$ cat src/rtl/jarvis_pkg.sv
// Shared definitions for the fetch front end: datapath width, default reset PC,
// sequencer state encoding and an alignment helper.
package jarvis_pkg;

  localparam int XLEN = 32;
  localparam logic [XLEN-1:0] RESET_PC_DEFAULT = 32'h0000_0000;

  typedef enum logic [1:0] {
    BOOT = 2'd0,
    RUN  = 2'd1,
    HALT = 2'd2
  } seq_state_e;

  function automatic logic is_misaligned(input logic [XLEN-1:0] pc);
    return (pc[1:0] != 2'b00);
  endfunction

endpackage

$ cat src/rtl/fetch_buf.sv
// fetch_buf: 2-entry FIFO with push/pop/flush; simultaneous push and pop keeps the count.
module fetch_buf #(
  parameter int WIDTH = 64
) (
  input  logic             clk,
  input  logic             rst,
  input  logic             push,
  input  logic [WIDTH-1:0] push_data,
  input  logic             pop,
  input  logic             flush,
  output logic [1:0]       count,
  output logic             valid,
  output logic [WIDTH-1:0] head_data
);

  logic [WIDTH-1:0] mem_r [2];
  logic             wr_ptr_r;
  logic             rd_ptr_r;
  logic [1:0]       count_r;
  logic             do_push_s;
  logic             do_pop_s;

  always_comb begin
    do_pop_s  = pop && (count_r != 2'd0);
    do_push_s = push && ((count_r != 2'd2) || do_pop_s);
  end

  always_ff @(posedge clk or posedge rst) begin
    if (rst) begin
      mem_r[0] <= '0;
      mem_r[1] <= '0;
      wr_ptr_r <= 1'b0;
      rd_ptr_r <= 1'b0;
      count_r  <= 2'd0;
    end else if (flush) begin
      // Stored data is left in place; only the occupancy is discarded.
      wr_ptr_r <= 1'b0;
      rd_ptr_r <= 1'b0;
      count_r  <= 2'd0;
    end else begin
      if (do_push_s) begin
        mem_r[wr_ptr_r] <= push_data;
        wr_ptr_r        <= ~wr_ptr_r;
      end else begin
        wr_ptr_r <= wr_ptr_r;
      end
      rd_ptr_r <= do_pop_s ? ~rd_ptr_r : rd_ptr_r;
      case ({do_push_s, do_pop_s})
        2'b10:   count_r <= count_r + 2'd1;
        2'b01:   count_r <= count_r - 2'd1;
        default: count_r <= count_r;
      endcase
    end
  end

  assign count     = count_r;
  assign valid     = (count_r != 2'd0);
  assign head_data = mem_r[rd_ptr_r];

endmodule

$ cat src/rtl/pc_sequencer.sv
// pc_sequencer: fetch address generator feeding a 2-entry instruction buffer.
// Define PC_SEQ_MISALIGN_EN to enable the sticky misaligned-redirect fault and HALT.
module pc_sequencer
  import jarvis_pkg::*;
#(
  parameter logic [XLEN-1:0] RESET_PC = RESET_PC_DEFAULT,
  parameter logic [XLEN-1:0] PC_STEP  = 32'd4
) (
  input  logic            clk,
  input  logic            rst,
  output logic [XLEN-1:0] pc_out,
  input  logic [XLEN-1:0] instr_in,
  input  logic            redirect_valid,
  input  logic [XLEN-1:0] redirect_pc,
  output logic            out_valid,
  input  logic            out_ready,
  output logic [XLEN-1:0] out_instr,
  output logic [XLEN-1:0] out_pc,
  output logic            fault
);

  seq_state_e        state_r, state_next_s;
  logic [XLEN-1:0]   fetch_pc_r, fetch_pc_next_s;
  logic [XLEN-1:0]   inflight_pc_r;
  logic              inflight_r;
  logic              fault_r, fault_next_s;
  logic              issue_s, flush_s, pop_s, push_s, misalign_s;
  logic              buf_valid_s;
  logic [1:0]        count_s;
  logic [2:0]        occupancy_s;
  logic [2*XLEN-1:0] head_s;

`ifdef PC_SEQ_MISALIGN_EN
  assign misalign_s = is_misaligned(redirect_pc);
`else
  assign misalign_s = 1'b0;
`endif

  always_comb begin
    state_next_s    = state_r;
    fetch_pc_next_s = fetch_pc_r;
    fault_next_s    = fault_r;
    issue_s         = 1'b0;
    flush_s         = 1'b0;
    pop_s           = 1'b0;
    occupancy_s     = 3'd0;
    case (state_r)
      BOOT: state_next_s = RUN;
      RUN: begin
        if (redirect_valid) begin
          // Redirect overrides any pop, push or issue in the same cycle.
          flush_s = 1'b1;
          if (misalign_s) begin
            fault_next_s = 1'b1;
            state_next_s = HALT;
          end else begin
            fetch_pc_next_s = redirect_pc;
          end
        end else begin
          pop_s       = buf_valid_s && out_ready;
          occupancy_s = {1'b0, count_s} + {2'b00, inflight_r} - {2'b00, pop_s};
          if (occupancy_s < 3'd2) begin
            issue_s         = 1'b1;
            fetch_pc_next_s = fetch_pc_r + PC_STEP;
          end else begin
            issue_s = 1'b0;
          end
        end
      end
      HALT:    flush_s = 1'b1;
      default: state_next_s = BOOT;
    endcase
  end

  assign push_s = inflight_r && !flush_s;

  always_ff @(posedge clk or posedge rst) begin
    if (rst) begin
      state_r       <= BOOT;
      fetch_pc_r    <= RESET_PC;
      inflight_r    <= 1'b0;
      inflight_pc_r <= '0;
      fault_r       <= 1'b0;
    end else begin
      state_r       <= state_next_s;
      fetch_pc_r    <= fetch_pc_next_s;
      inflight_r    <= issue_s;
      inflight_pc_r <= issue_s ? fetch_pc_r : inflight_pc_r;
      fault_r       <= fault_next_s;
    end
  end

  fetch_buf #(.WIDTH(2*XLEN)) u_fetch_buf (
    .clk       (clk),
    .rst       (rst),
    .push      (push_s),
    .push_data ({inflight_pc_r, instr_in}),
    .pop       (pop_s),
    .flush     (flush_s),
    .count     (count_s),
    .valid     (buf_valid_s),
    .head_data (head_s)
  );

  assign pc_out    = fetch_pc_r;
  assign out_valid = buf_valid_s;
  assign out_pc    = head_s[2*XLEN-1:XLEN];
  assign out_instr = head_s[XLEN-1:0];
  assign fault     = fault_r;

endmodule

$ cat config.mk
export PLATFORM = sky130hd
export DESIGN_NAME = pc_sequencer
export DESIGN_NICKNAME = d
export VERILOG_FILES = /design/src/rtl/jarvis_pkg.sv /design/src/rtl/fetch_buf.sv /design/src/rtl/pc_sequencer.sv
export SDC_FILE = /design/constraint.sdc
export NUM_CORES = 1
export LEC_CHECK = 0
export ABC_AREA = 1
export BUFFER_PORTS_ARGS = -buffer_cell sky130_fd_sc_hd__buf_2
export CORE_UTILIZATION = 55
export DETAILED_ROUTE_END_ITERATION = 10
export GPL_TIMING_DRIVEN = 1
export PLACE_DENSITY = 0.75
export SLEW_MARGIN = 30
export SYNTH_ARGS = -nofsm -noshare
export SYNTH_HDL_FRONTEND = slang
export SYNTH_HIERARCHICAL = 1
export SYNTH_SLANG_ARGS = --single-unit
export TNS_END_PERCENT = 5
$ cat constraint.sdc
create_clock -name clk -period 6.96 [get_ports clk]
set_input_delay 1.392 -clock clk [delete_from_list [all_inputs] [get_ports clk]]
set_output_delay 1.392 -clock clk [all_outputs]
set_load 0.03 [all_outputs]
==> flow_metrics.py <==
metrics = {
    "status": {
        "status": "completed",
    },
    "synth": {
        "syn_inst": 1230,
        "syn_area_per_cell_um2": 8.13,
        "yosys_warnings": 6,
        "synth_area_leaders": "dfrtp_1 (50%), nand2_1 (18%), o21ai_2 (9.6%)",
        "synth_cell_type_count": 34,
        "syn_nets": 1301,
        "syn-cell-area_um2": 10000,
        "yosysTopAreaCellShare": 0.495,
        "yosysSeqAreaShare": 0.495,
        "ys_ff_latch": 198,
        "synth_area_leader_cell": "dfrtp_1",
    },
    "setup_path": {
        "required_ps": 5570,
        "reg2reg_to": "pc_out[17]$_DFFE_PP0P_",
        "critPathKind": "reg2out",
        "critPathArrivalTime_ps": 2580,
        "ff2ff_setup_slack_ps": 3410,
        "crit_fanout": 65,
        "cp-end-kind": "output pin",
        "ff2ff_path_depth": 14,
        "cp-start-kind": "register",
        "worstSetupEndpoint": "out_pc[30]",
        "rr_startpoint": "u_fetch_buf/count[1]$_DFFE_PP0P_",
        "startpoint": "u_fetch_buf/rd_ptr_r$_DFFE_PP0P_",
    },
    "global_route": {
        "grtUsageTotal": 0.239,
        "antenna_found_initial": 0,
        "grt_pass1_wl_um": 35100,
        "grt_max_degree": 71,
        "grt_pass1_vias": 7259,
        "overflow": 0,
    },
    "pwr": {
        "ir_worst_vdd_v": 0.000224,
        "p_leak_nw": 6.00,
        "power_density_nw_per_um2": 506,
    },
    "sta": {
        "timing.fmax_mhz": 252,
        "fin_skew_ps": 8.85,
        "setup_viol": 0,
        "period_needed_ps": 3970,
        "drv_slew": 0,
        "worst_slack_ps": 2990,
        "relSlewSlack": 0.392,
        "final_hold_viol_count": 0,
        "rsz0062_at_grt": "false",
        "period_share": 0.570,
        "tightest_slew_ps": 910,
        "setup_tns_ps": 0,
    },
    "layout": {
        "layout-drive-gt1-share": 0.250,
        "nNetsFinal": 1431,
        "final_cell_mix": "nand2_1 (478), dfrtp_1 (197), buf_2 (164), inv_1 (110), o21ai_2 (110)",
        "diodes": 0,
        "layout_commonest_cell": "nand2_1",
        "n_fill_cell": 1531,
        "area_delta_synth_final_pct": 12.9,
    },
    "cts": {
        "clockRootBuffer": "clkbuf_16",
        "clk_pin_slew_ps": 60,
        "cts_hold_buf": 0,
        "clock-sinks": 198,
        "cts_buffers": 17,
        "htreeDepth": 4,
        "clock_path_buffers": 2,
        "cts_resized": 0,
        "clock_latency_ps": 430,
        "cts_tree": "built",
        "post_cts_buffers": 0,
    },
    "drt": {
        "ant_nets": 0,
        "route.detailed.drc": 0,
        "detailedRoute.firstPassIterationCount": 5,
        "viasPerCell": 5.00,
        "initialDrtViolationCount": 565,
        "drt-total-wl_um": 21200,
        "drt-wirelength-per-cell_um": 13.3,
        "vias": 7983,
    },
    "floorplan": {
        "start_util": 0.570,
        "io_pins": 166,
        "coreArea_um2": 17500,
        "die_w_um": 137,
        "dieArea_um2": 18700,
        "rows": 48,
        "die_y_um": 137,
    },
    "run": {
        "drv_cap": 0,
    },
    "place": {
        "io_buffers": 164,
        "post-place-ws_ps": 2630,
        "place_congestion": 0.906,
        "dpl.hpwl_um": 14300,
    },
    "worst_hold_path": {
        "hold_class": "reg2reg",
    },
}
==> report_power, final <==
part           leakage [nW]  total, W  internal [W]  switching (W)
Clock                 0.268  0.000949      0.000544       0.000405
Sequential             2.40   0.00211       0.00171       0.000396
Combinational          3.33   0.00266      0.000830        0.00183
Total                  6.00   0.00572       0.00309        0.00263
==> metrics by stage <==
stage / utilization / hold slack (ps) / power [W] / cells / cell area, µm²
after floorplan: - / 453 / 0.00416 / 1230 / 10000
after global placement: 0.611 / 464 / 0.00471 / 1565 / 10700
after detailed placement: 0.611 / 467 / 0.00479 / 1565 / 10700
after CTS: 0.643 / 484 / 0.00576 / 1595 / 11300
after global routing: 0.644 / 496 / 0.00617 / 1596 / 11300
final: 0.644 / 480 / 0.00572 / 1596 / 11300
==> cell families after synthesis <==
family                   after synthesis  share of synthesized area
AND/OR/NAND/NOR                      642                      0.257
multiplexers                           7                    0.00788
other                                  2                   0.000751
adder cells (fa/ha/maj)                3                    0.00450
flip-flops                           198                      0.495
AO/OA/AOI/OAI                        199                      0.142
buffers and inverters                179                     0.0919
==> flip-flops by register name (all words and copies together) (netlist names) <==
register and cells:
pc_out 32, u_fetch_buf/mem_r 128, state_r 1, inflight_r 1, u_fetch_buf/rd_ptr_r 1, u_fetch_buf/wr_ptr_r 1
u_fetch_buf/count 2, inflight_pc_r 32
==> cell type report <==
type	count	area, µm²	area share
inverter	117	442	0.0391
multi-input combinational	853	4150	0.367
clock buffer	22	464	0.0411
clock inverter	8	101	0.00897
tap	225	282	0.0249
sequential	198	4960	0.439
timing repair buffer	173	901	0.0798
==> layer usage <==
layer | routed length (µm) | GRT usage | vias to the layer above
met5 | 0 | 0 | -
met4 | 339 | 0.0812 | 0
met3 | 1240 | 0.0441 | 27
met2 | 9590 | 0.372 | 245
met1 | 9990 | 0.336 | 3603
li1 | - | - | 4108
==> cells in the mapped netlist <==
cell and number:
ha_1 2, a21oi_1 41, nor2_2 6, inv_1 113
nand3_1 41, o21ai_0 28, or2_2 1, o21ai_2 110
nor3_1 2, nand4_1 3, buf_2 15, and2_1 3
nand4_2 1, o21bai_1 2, inv_2 4, clkbuf_1 8
fa_1 1, nor2_4 5, buf_4 7, buf_6 27
nor2_1 94, dfrtp_1 198, buf_1 5, nand2_1 478
or2_0 1, a31oi_1 1, nand3_2 3, o22ai_1 3
o21ai_1 12, nand2_2 4, mux2_1 2, a22oi_1 2
mux2_2 5, conb_1 2
==> worst min path at each step <==
stage                                      startpoint                                end  slack, ps  depth (start not counted)
floorplan           u_fetch_buf/mem_r[64]$_DFFE_PP0P_  u_fetch_buf/mem_r[64]$_DFFE_PP0P_        450                          2
global placement    u_fetch_buf/mem_r[15]$_DFFE_PP0P_  u_fetch_buf/mem_r[15]$_DFFE_PP0P_        460                          2
detailed placement  u_fetch_buf/mem_r[33]$_DFFE_PP0P_  u_fetch_buf/mem_r[33]$_DFFE_PP0P_        470                          2
CTS                  u_fetch_buf/mem_r[3]$_DFFE_PP0P_   u_fetch_buf/mem_r[3]$_DFFE_PP0P_        480                          2
global route        u_fetch_buf/mem_r[99]$_DFFE_PP0P_  u_fetch_buf/mem_r[99]$_DFFE_PP0P_        500                          2
finish              u_fetch_buf/mem_r[60]$_DFFE_PP0P_  u_fetch_buf/mem_r[60]$_DFFE_PP0P_        480                          2
==> critical path: stages (launching register included) <==
cell and delay [ps]:
dfrtp_2 390, buf_4 330, inv_2 450, buf_4 510, nand2_1 90, nand2_1 110
buf_2 200
(Power assumes the default switching activity.)
